[config.mk]
export PLATFORM = sky130hd
export DESIGN_NAME = tmr0_wdt_presc
export DESIGN_NICKNAME = d
export VERILOG_FILES = /design/src/rtl/tmr0_wdt_presc.sv
export SDC_FILE = /design/constraint.sdc
export NUM_CORES = 1
export LEC_CHECK = 0
export CORE_MARGIN = 3
export CORE_UTILIZATION = 53
export DETAILED_ROUTE_END_ITERATION = 10
export PLACE_DENSITY_LB_ADDON = 0.3
export SYNTH_ARGS = -nofsm -noshare
export SYNTH_HDL_FRONTEND = slang
export SYNTH_SLANG_ARGS = --single-unit
[constraint.sdc]
create_clock -name clk -period 2 [get_ports clk]
set_input_delay 0.4 -clock clk [delete_from_list [all_inputs] [get_ports clk]]
set_output_delay 0.4 -clock clk [all_outputs]
set_load 0.02 [all_outputs]
[src/rtl/tmr0_wdt_presc.sv]
// TMR0 / watchdog shared 8-bit prescaler with registered tick outputs.
// Define TMR0_EXT_CLK_EN to build the t0cki synchronizer and honour T0CS/T0SE.
module tmr0_wdt_presc #(
    parameter int unsigned WDT_BASE = 4096
) (
    input  logic       clk,
    input  logic       rst,
    input  logic [7:0] option_in,
    input  logic       t0cki,
    input  logic       tmr0_wr,
    input  logic       clrwdt,
    input  logic       sleep,
    output logic       tmr0_inc,
    output logic       wdtmr,
    output logic [7:0] presc_out
);

    localparam int unsigned WDT_W = $clog2(WDT_BASE);
    localparam logic [WDT_W-1:0] WDT_LAST = WDT_W'(WDT_BASE - 1);

    logic [WDT_W-1:0] wdt_base_q, wdt_base_d;
    logic [7:0]       presc_q, presc_d;
    logic             psa_q;
    logic             tmr0_inc_q, tmr0_inc_d;
    logic             wdtmr_q, wdtmr_d;

    logic       src_tick_c;
    logic       wdt_tick_c;
    logic       psa_c;
    logic       psa_chg_c;
    logic       wdt_clr_c;
    logic [8:0] tmr_span_c, wdt_span_c;
    logic [7:0] tmr_term_c, wdt_term_c;

`ifdef TMR0_EXT_CLK_EN
    logic sync1_q, sync2_q, edge_q;
    logic ext_tick_c;
    logic unused_opt_c;

    // Two-flop synchronizer for t0cki plus a history flop for edge detection
    always_ff @(posedge clk or negedge rst) begin
        if (!rst) begin
            sync1_q <= 1'b0;
            sync2_q <= 1'b0;
            edge_q  <= 1'b0;
        end else begin
            sync1_q <= t0cki;
            sync2_q <= sync1_q;
            edge_q  <= sync2_q;
        end
    end

    assign ext_tick_c   = option_in[4] ? (edge_q & ~sync2_q) : (sync2_q & ~edge_q);
    assign src_tick_c   = option_in[5] ? ext_tick_c : 1'b1;
    assign unused_opt_c = ^option_in[7:6];
`else
    logic unused_opt_c;

    assign src_tick_c   = 1'b1;
    assign unused_opt_c = ^{option_in[7:4], t0cki};
`endif

    assign psa_c      = option_in[3];
    assign psa_chg_c  = psa_c != psa_q;
    assign wdt_clr_c  = clrwdt | sleep;
    assign wdt_tick_c = wdt_base_q == WDT_LAST;

    // Terminal counts: 2^(PS+1)-1 toward TMR0, 2^PS-1 toward the watchdog
    assign tmr_span_c = 9'd2 << option_in[2:0];
    assign wdt_span_c = 9'd1 << option_in[2:0];
    assign tmr_term_c = 8'(tmr_span_c - 9'd1);
    assign wdt_term_c = 8'(wdt_span_c - 9'd1);

    always_comb begin
        wdt_base_d = wdt_tick_c ? '0 : wdt_base_q + WDT_W'(1);
        presc_d    = presc_q;
        tmr0_inc_d = 1'b0;
        wdtmr_d    = 1'b0;

        if (!psa_c) begin
            wdtmr_d = wdt_tick_c;
            if (src_tick_c) begin
                if (presc_q == tmr_term_c) begin
                    presc_d    = '0;
                    tmr0_inc_d = 1'b1;
                end else begin
                    presc_d = presc_q + 8'd1;
                end
            end
        end else begin
            tmr0_inc_d = src_tick_c;
            if (wdt_tick_c) begin
                if (presc_q == wdt_term_c) begin
                    presc_d = '0;
                    wdtmr_d = 1'b1;
                end else begin
                    presc_d = presc_q + 8'd1;
                end
            end
        end

        // Clears take priority over a coincident terminal tick
        if (wdt_clr_c) begin
            wdt_base_d = '0;
            wdtmr_d    = 1'b0;
            if (psa_c) begin
                presc_d = '0;
            end
        end
        if (tmr0_wr && !psa_c) begin
            presc_d    = '0;
            tmr0_inc_d = 1'b0;
        end
        if (psa_chg_c) begin
            presc_d = '0;
            if (psa_c) begin
                wdtmr_d = 1'b0;
            end else begin
                tmr0_inc_d = 1'b0;
            end
        end
    end

    always_ff @(posedge clk or negedge rst) begin
        if (!rst) begin
            wdt_base_q <= '0;
            presc_q    <= '0;
            psa_q      <= 1'b1;
            tmr0_inc_q <= 1'b0;
            wdtmr_q    <= 1'b0;
        end else begin
            wdt_base_q <= wdt_base_d;
            presc_q    <= presc_d;
            psa_q      <= psa_c;
            tmr0_inc_q <= tmr0_inc_d;
            wdtmr_q    <= wdtmr_d;
        end
    end

    assign tmr0_inc  = tmr0_inc_q;
    assign wdtmr     = wdtmr_q;
    assign presc_out = presc_q;

endmodule

==> results of run 1 <==
## per-stage QoR
stage               area, um^2  std cells  hold slack, ps
floorplan                 1580        174             104
CTS                       1850        232             445
detailed placement        1820        228             478
global placement          1820        228             465
finish                    1880        233             435
global route              1880        233             447
## worst reg2reg max path, delay by kind of cell, from the launching register on
family	cells	cell delay, ps
AOI/OAI and AO/OA	3	670
and+or+nand+nor	2	520
DFF	1	410
adders and majority gates	1	220
## routing by layer
layer	track usage [%]	part of all wire [%]	routed length, um	vias to the layer above
met5	0	0	0	-
met4	7.74	1.9	68	0
met3	2.13	1.5	53	8
met2	39.7	56	1960	18
met1	23.0	40	1410	651
li1	-	-	-	673
## cells in the mapped netlist, drive strengths merged
cell type  count  share of area, %
o2111ai        1              0.95
and4           2               1.3
nor2          22               5.2
or2            2              0.79
a211o          2               1.2
nand2         14               3.5
nand3          8               2.5
and2           3               1.2
a22oi          1              0.79
nor3           7               2.9
a221oi         1              0.95
xor2           6               3.3
o31a           1               1.1
nand4b         1              0.56
nor2b          2              0.79
o21a           2               1.0
inv            7               1.7
dfstp          1               1.7
buf            8               4.7
o211a          2               1.3
xnor2         10               5.6
o22ai          4               1.6
o21bai         1              0.48
dfrtp         22                35
ha             2               1.6
o32ai          2               1.1
a21oi          9               2.9
a31oi          1              0.40
and3           4               1.6
a311oi         1              0.95
nand2b         2               1.3
a21o           2              0.95
o21ai          7               2.2
nor4           4               2.5
nand4          3               1.2
o2111a         1              0.79
clkbuf         3               1.4
or3            3               1.2
## cells by family (layout without fill, tap and decap cells)
logic type / after synthesis / in the layout / synth area share, %
buffers and inverters: 18 / 46 / 7.70
AOI/OAI and AO/OA: 38 / 38 / 18.7
and+or+nand+nor: 77 / 77 / 26.5
xor gates and xnor gates: 16 / 16 / 8.90
adders and majority gates: 2 / 2 / 1.59
DFF: 23 / 23 / 36.6
## sequential cells by signal, summed over array words and instances (netlist names)
register / cells
presc_out: 8
psa_q: 1
tmr0_inc: 1
wdt_base_q: 12
wdtmr: 1
## placed cells by master (no fill, tap or decap), types with 2 or more instances in the layout
master            n
a21o_1            2
a21oi_1           9
and2_1            3
and3_1            4
and4_2            2
buf_4            16
clkbuf_4          3
clkdlybuf4s50_1  14
dfrtp_1          18
dfrtp_2           4
dlygate4sd2_1     2
dlymetal6s2s_1    2
ha_1              2
inv_1             7
nand2_1          13
nand3_1           8
nand4_1           3
nor2_1           22
nor2b_1           2
nor3_1            5
nor3_2            2
nor4_1            3
o211a_1           2
o21ai_0           3
o21ai_1           4
o22ai_1           4
o32ai_1           2
or2_1             2
or3_1             3
xnor2_1           9
xor2_1            6
## what timing repair did
item	4_1_cts	5_1_grt
cloned	0	1
gates resized for setup	4	8
endpoints found under the setup margin	9	12
pin swaps	1	3
setup buffers	0	0
## cell type report
cell class	instances	area [um^2]	area share, %
well taps	31	38.8	2.06
flip-flops and latches	23	582	30.9
inverters	7	26.3	1.40
clock buffers	4	26.3	1.40
repair buffers	35	314	16.7
multi-input cells	133	896	47.6
## worst paths after layout
| kind | slack (ps) | end | cells after the start |
|---|---|---|---|
| max | 40 | presc_out[2]$_DFF_PN0_ | 8 |
| min | 430 | presc_out[1]$_DFF_PN0_ | 2 |
| max reg2reg | 90 | presc_out[2]$_DFF_PN0_ | 6 |
| min reg2reg | 490 | wdt_base_q[0]$_DFF_PN0_ | 1 |
| max in group asynchronous | 1290 | psa_q$_DFF_PN1_ | 2 |
| min in group clk | 490 | wdt_base_q[0]$_DFF_PN0_ | 1 |
## power groups by stage
stage                     combinational [mW]  sequential [mW]  clock, mW
after floorplan                       0.0758            0.490          0
after global placement                 0.124            0.489          0
after detailed placement               0.130            0.490          0
after CTS                              0.130            0.481      0.212
after global routing                   0.148            0.483      0.236
final                                  0.134            0.481      0.208
==> impl_metrics.tcl, run 1 <==
set metrics [dict create \
    setup_viol 0 \
    fin_nets 219 \
    drive_gt1_share_pct 20.3 \
    mappedNetlistNets 190 \
    crit_start "option_in[2]" \
    grt_max_degree 24 \
    drtPass1Iterations 4 \
    post_drt_wl_per_cell_um 15.0 \
    synth_area_per_cell_um2 9.05 \
    drt_first_iter_violations 105 \
    n_antenna_cell 0 \
    fillers 227 \
    synth-warning-count 0 \
    grt-ovfl-total 0 \
    critPathArrivalTime_ps 2170 \
    path_cells "dlygate4sd2_1 -> buf_4 -> xnor2_1 -> a211o_2 -> o2111ai_4 -> o2111a_2 -> o21ai_1 -> a221oi_2" \
    cts.sinks 23 \
    area_delta_synth_final_pct 19.5 \
    crit_type "primary input to register" \
    io_pins 24 \
    switchingPower_mw 0.212 \
    hp-class "primary input to asynchronous set/reset pin" \
    h-tree-depth 1 \
    powerDensity_nw_per_um2 438 \
    grt_use_total_pct 20.5 \
    die-area_um2 3660 \
    ys_ff_latch 23 \
    hold_violations 0 \
    swShare_pct 25.7 \
    setup_tns_ps 0 \
    start_util_pct 56.2 \
    critPathRequiredTime_ps 2220 \
    comb_power_share_pct 16.3 \
    critPathMaxFanout 10 \
    clockBufferDepth 2 \
    syn_inst 174 \
    finClkSkew_ps 7.17 \
    status "completed" \
    wl_mm 3.50 \
    grt_setup_unrepaired "yes" \
    io_buffers 18 \
    min_period_ps 1960 \
    cp_top_family "compound AO/OA/AOI/OAI gates" \
    syn-cell-area_um2 1580 \
    relSlewSlack_pct 75.8 \
    die_y_um 60.5 \
    ys_seq_area_share_pct 36.6 \
    fin_util_pct 67.1 \
    timing.rr.start "wdt_base_q[0]$_DFF_PN0_" \
    seq_power_share_pct 58.4 \
    timing.final.ws_setup_ps 42.5 \
    tightest_slew_ps 361 \
    slowest_delay_ps 370 \
    clk_pin_slew_worst_paths_ps 120 \
    postCtsHoldBufs 0 \
    pre_cts_ws_ps -472 \
    antenna_found_initial 0 \
    crit_slowest_cell "a211o_2" \
    synth_cell_types 48 \
    p_leak_nw 0.833 \
    clkLatencyLatePin_ps 300 \
    clkPwrFrac_pct 25.3 \
    drc 0 \
    clock_tree.root_cell "clkbuf_4" \
    cts_tree "done" \
    viasPerCell 5.79 \
    grt_pass1_wl_mm 5.71 \
    placementRows 19 \
    crit_buf_inv 2 \
    die_w_um 60.5 \
    max_freq_ghz 0.511 \
    period_share_pct 97.9 \
    hpwl_mm 2.73 \
    p_total_mw 0.824 \
    via_count 1350 \
    p_int_mw 0.612 \
    core_um2 2810 \
    ant_nets 0 \
    maxCapViolCount 0 \
    finalMaxSlewViolations 0 \
    place_congestion 0.866 \
    worstSetupStartpointType "primary input" \
    endpoint_kind "register" \
    cts-buffers-inserted 3 \
    irDropWorstVdd_v 0.000338 \
    first_global_vias 1352 \
]
(Power assumes the default switching activity.)
==> inputs of run 2 (changes only) <==
CORE_UTILIZATION = 60   (was 53)
DONT_BUFFER_PORTS = 1   (was not set)
==> impl_metrics.tcl, run 2 (synthesized netlist as in run 1, its figures left out) <==
set metrics [dict create \
    seq_power_share_pct 61.2 \
    crit_type "register to register" \
    wl_mm 3.17 \
    grt_setup_unrepaired "no" \
    r2r_end "presc_out[7]$_DFF_PN0_" \
    finalMaxSlewViolations 0 \
    p_int_mw 0.586 \
    place_congestion 0.912 \
    layout_common_cells "nor2_1, dfrtp_1, nand2_1, buf_4, xnor2_1" \
    fin_nets 198 \
    switchingPower_mw 0.197 \
    place_area_um2 1610 \
    hpwl_mm 2.37 \
    p_total_mw 0.783 \
    clock_tree.root_cell "clkbuf_4" \
    grt_use_total_pct 21.0 \
    post_cts_buffers 0 \
    powerDensity_nw_per_um2 473 \
    pre_cts_ws_ps 148 \
    start_util_pct 67.3 \
    swShare_pct 25.1 \
    cts_tree "done" \
    largest-register "wdt_base_q" \
    worstRegToRegCells 6 \
    max_freq_ghz 0.541 \
    fin_util_pct 70.6 \
    holdPathStages 0 \
    grt_pass1_wl_mm 5.42 \
    largest_reg_flops 12 \
    met3_usage_pct 2.49 \
    worstSetupStartpointType "register" \
    status "completed" \
    endpoint_kind "register" \
    n_antenna_cell 0 \
    crit_start "presc_out[3]$_DFF_PN0_" \
    setup_tns_ps 0 \
    finClkSkew_ps 1.31 \
    io_pins 24 \
    relSlewSlack_pct 34.0 \
    die_w_um 57.2 \
    area_delta_synth_final_pct 4.92 \
    drt_first_iter_violations 85 \
    use_met1_pct 25.9 \
    die_y_um 57.2 \
    setup_viol 0 \
    clkPwrFrac_pct 27.4 \
    die-area_um2 3280 \
    drive_gt1_share_pct 18.8 \
    critPathArrivalTime_ps 2050 \
    irDropWorstVdd_v 0.000451 \
    drc 0 \
    period_share_pct 92.3 \
    use_met2_pct 35.2 \
    timing.rr.start "presc_out[3]$_DFF_PN0_" \
    h-tree-depth 1 \
    fin_area_um2 1650 \
    cts.sinks 23 \
    min_period_ps 1850 \
    critPathMaxFanout 7 \
    tightest_slew_ps 986 \
    cts-buffers-inserted 3 \
    clkLatencyLatePin_ps 310 \
    clk_pin_slew_worst_paths_ps 120 \
    antenna_found_initial 0 \
    viasPerCell 6.20 \
    p_leak_nw 0.721 \
    comb_power_share_pct 11.3 \
    timing.final.ws_setup_ps 153 \
    placementRows 17 \
    core_um2 2340 \
    top_usage_layer "met2" \
    ant_nets 0 \
    via_count 1295 \
    critPathRequiredTime_ps 2210 \
    first_global_vias 1288 \
    io_buffers 0 \
    post_drt_wl_per_cell_um 15.2 \
    hold_violations 0 \
    reg2reg_slack_ps 150 \
    endpoint "presc_out[7]$_DFF_PN0_" \
    grt-ovfl-total 0 \
    hp-class "primary input to register" \
    clockBufferDepth 2 \
    drtPass1Iterations 4 \
    grt_max_degree 24 \
    maxCapViolCount 0 \
]
-- run 2: cell count changes in the layout (fill, tap and decap cells not counted), sizes merged --
cell,delta
dlygate4sd3,+1
dlymetal6s2s,-2
buf,-4
dlygate4sd2,-2
clkdlybuf4s50,-14
-- run 2: power by group through the flow --
stage,registers [mW],logic [mW],clock network (mW)
2_1_floorplan,0.490,0.0758,0
3_3_place_gp,0.488,0.0753,0
3_5_place_dp,0.488,0.0780,0
4_1_cts,0.479,0.0888,0.219
5_1_grt,0.481,0.0985,0.242
6_report,0.479,0.0887,0.215
-- run 2: routing by layer --
metal | up-vias | routed length (um)
met2 | 53 | 1600
met5 | - | 0
met4 | 0 | 85
li1 | 634 | -
met3 | 8 | 184
met1 | 600 | 1300
-- run 2: cell type report --
cell class	instances	area, um^2
Clock buffer	4	26.3
Fill cell	174	687
Inverter	7	26.3
Multi-Input combinational cell	133	880
Sequential cell	23	578
Tap cell	28	35.0
Timing Repair Buffer	14	108
-- run 2: timing repair --
item                                   in CTS  in global routing
hold buffers                                1                  0
setup endpoints to repair                   0                  2
endpoints found under the hold margin      23                  0
resized for setup                           0                  2
-- run 2: how the worst min path moves through the flow --
stage | from | end | slack [ps]
after floorplan | rst | presc_out[0]$_DFF_PN0_ | 100
after global placement | rst | wdt_base_q[3]$_DFF_PN0_ | 100
after detailed placement | rst | wdt_base_q[0]$_DFF_PN0_ | 100
after CTS | option_in[3] | psa_q$_DFF_PN1_ | 60
after global routing | option_in[3] | psa_q$_DFF_PN1_ | 40
final | option_in[3] | psa_q$_DFF_PN1_ | 70
-- run 2: stage by stage --
step                      cells  hold WS [ps]
after CTS                   209          63.9
after detailed placement    204           105
final                       209          70.5
after global placement      204           105
after global routing        209          43.8
after floorplan             174           104
-- run 2: critical path: stages, from the launching register on --
cell and delay, ps:
dfrtp_2 490, nor4_1 280, a211o_2 150, o2111ai_2 180, o2111a_2 350, a22oi_2 200
o21ai_1 100
==> inputs of run 3 (changes only) <==
CORE_UTILIZATION = 50   (was 60)
==> impl_metrics.tcl, run 3 (synthesized netlist as in run 1, its figures left out) <==
set metrics [dict create \
    status "completed" \
    critPathMaxFanout 8 \
    drive_gt1_share_pct 18.2 \
    antenna_found_initial 0 \
    p_leak_nw 0.722 \
    worstSetupStartpointType "register" \
    min_period_ps 1910 \
    pre_cts_ws_ps 130 \
    clock_tree.root_cell "clkbuf_4" \
    grt_use_total_pct 17.7 \
    use_met1_pct 24.3 \
    max_freq_ghz 0.524 \
    place_area_um2 1630 \
    h-tree-depth 1 \
    post_drt_wl_per_cell_um 14.7 \
    critPathRequiredTime_ps 2210 \
    via_count 1253 \
    cts.sinks 23 \
    die_y_um 62.1 \
    viasPerCell 5.62 \
    grt_max_degree 24 \
    maxCapViolCount 0 \
    start_util_pct 54.8 \
    endpoint_kind "register" \
    n_antenna_cell 0 \
    irDropWorstVdd_v 0.000443 \
    io_pins 24 \
    crit_type "register to register" \
    placementRows 19 \
    clkPwrFrac_pct 27.9 \
    p_int_mw 0.586 \
    drt_first_iter_violations 81 \
    period_share_pct 95.4 \
    grt_setup_unrepaired "no" \
    hpwl_mm 2.49 \
    fin_area_um2 1670 \
    grt-ovfl-total 0 \
    timing.final.ws_setup_ps 91.8 \
    relSlewSlack_pct 33.4 \
    largest_reg_flops 12 \
    area_delta_synth_final_pct 5.96 \
    powerDensity_nw_per_um2 474 \
    wl_mm 3.29 \
    seq_power_share_pct 60.8 \
    die_w_um 62.1 \
    ant_nets 0 \
    die-area_um2 3860 \
    met3_usage_pct 3.06 \
    setup_viol 0 \
    finalMaxSlewViolations 0 \
    clk_pin_slew_worst_paths_ps 140 \
    layout_common_cells "dfrtp_1, nor2_1, nand2_1, buf_4, xnor2_1" \
    cts_tree "done" \
    critPathArrivalTime_ps 2120 \
    fillers 254 \
    clkLatencyLatePin_ps 310 \
    clockBufferDepth 2 \
    largest-register "wdt_base_q" \
    io_buffers 0 \
    hp-class "primary input to register" \
    setup_tns_ps 0 \
    drc 0 \
    mostFrequentLayoutCell "dfrtp_1" \
    grt_pass1_wl_mm 5.74 \
    drtPass1Iterations 4 \
    cts-buffers-inserted 3 \
    first_global_vias 1304 \
    swShare_pct 25.9 \
    switchingPower_mw 0.205 \
    finClkSkew_ps 11.1 \
    fin_nets 198 \
    tightest_slew_ps 996 \
    use_met2_pct 29.8 \
    top_usage_layer "met2" \
    place_congestion 0.875 \
    comb_power_share_pct 11.3 \
    hold_violations 0 \
    core_um2 2880 \
]
-- run 3: cell count changes in the layout (fill, tap and decap cells not counted) --
cell	before	now
dfrtp_1	21	22
dfrtp_2	1	0
-- run 3: critical path, cell delays in order (launching register included) --
cell and delay, ps:
dfrtp_1 520, nor2b_1 280, a211o_1 170, nand3_1 80, o31a_4 390, a22oi_2 260, o21ai_1 110
-- run 3: what timing repair did --
| item | 4_1_cts | 5_1_grt |
|---|---|---|
| resized for setup | 0 | 1 |
| hold buffers | 1 | 0 |
| hold endpoints to repair | 23 | 0 |
| buffers inserted | 0 | 0 |
| setup endpoints to repair | 0 | 1 |
-- run 3: metrics by stage --
stage / instances / total power, mW / hold WS [ps] / util (%)
6_report: 223 / 0.790 / 65.4 / 58.0
5_1_grt: 223 / 0.828 / 48.5 / 58.0
4_1_cts: 223 / 0.784 / 74.6 / 57.9
3_5_place_dp: 218 / 0.568 / 105 / 56.7
3_3_place_gp: 218 / 0.564 / 105 / 56.7
2_1_floorplan: 174 / 0.566 / 104 / -
-- run 3: final cells by class --
type                            instances  area, um^2  area share, %
Multi-Input combinational cell        133         880           52.7
Sequential cell                        23         577           34.6
Timing Repair Buffer                   14         108           6.45
Tap cell                               42        52.6           3.15
Clock buffer                            4        26.3           1.57
Inverter                                7        26.3           1.57
-- run 3: per-layer routing --
metal | routed length (um) | vias to the layer above
met1 | 1630 | 596
met4 | 0 | 0
met5 | 0 | -
met3 | 146 | 0
li1 | - | 632
met2 | 1510 | 25
-- run 3: power by group through the flow --
stage          combinational (mW)  sequential, mW  clock [mW]
6_report                   0.0892           0.481       0.221
2_1_floorplan              0.0758           0.490           0
3_3_place_gp               0.0752           0.489           0
3_5_place_dp               0.0785           0.489           0
5_1_grt                    0.0990           0.482       0.247
4_1_cts                    0.0894           0.480       0.214
-- run 3: path summary, 6_finish.rpt --
kind / from / end / slack (ps) / cells past startpoint
setup / recovery: presc_out[2]$_DFF_PN0_ / presc_out[6]$_DFF_PN0_ / 90 / 6
min in group asynchronous: rst / wdtmr$_DFF_PN0_ / 690 / 1
hold / removal: option_in[3] / psa_q$_DFF_PN1_ / 70 / 0
setup reg to reg: presc_out[2]$_DFF_PN0_ / presc_out[6]$_DFF_PN0_ / 90 / 6
hold reg to reg: wdt_base_q[0]$_DFF_PN0_ / wdt_base_q[0]$_DFF_PN0_ / 490 / 1
max in group asynchronous: rst / wdt_base_q[3]$_DFF_PN0_ / 710 / 1
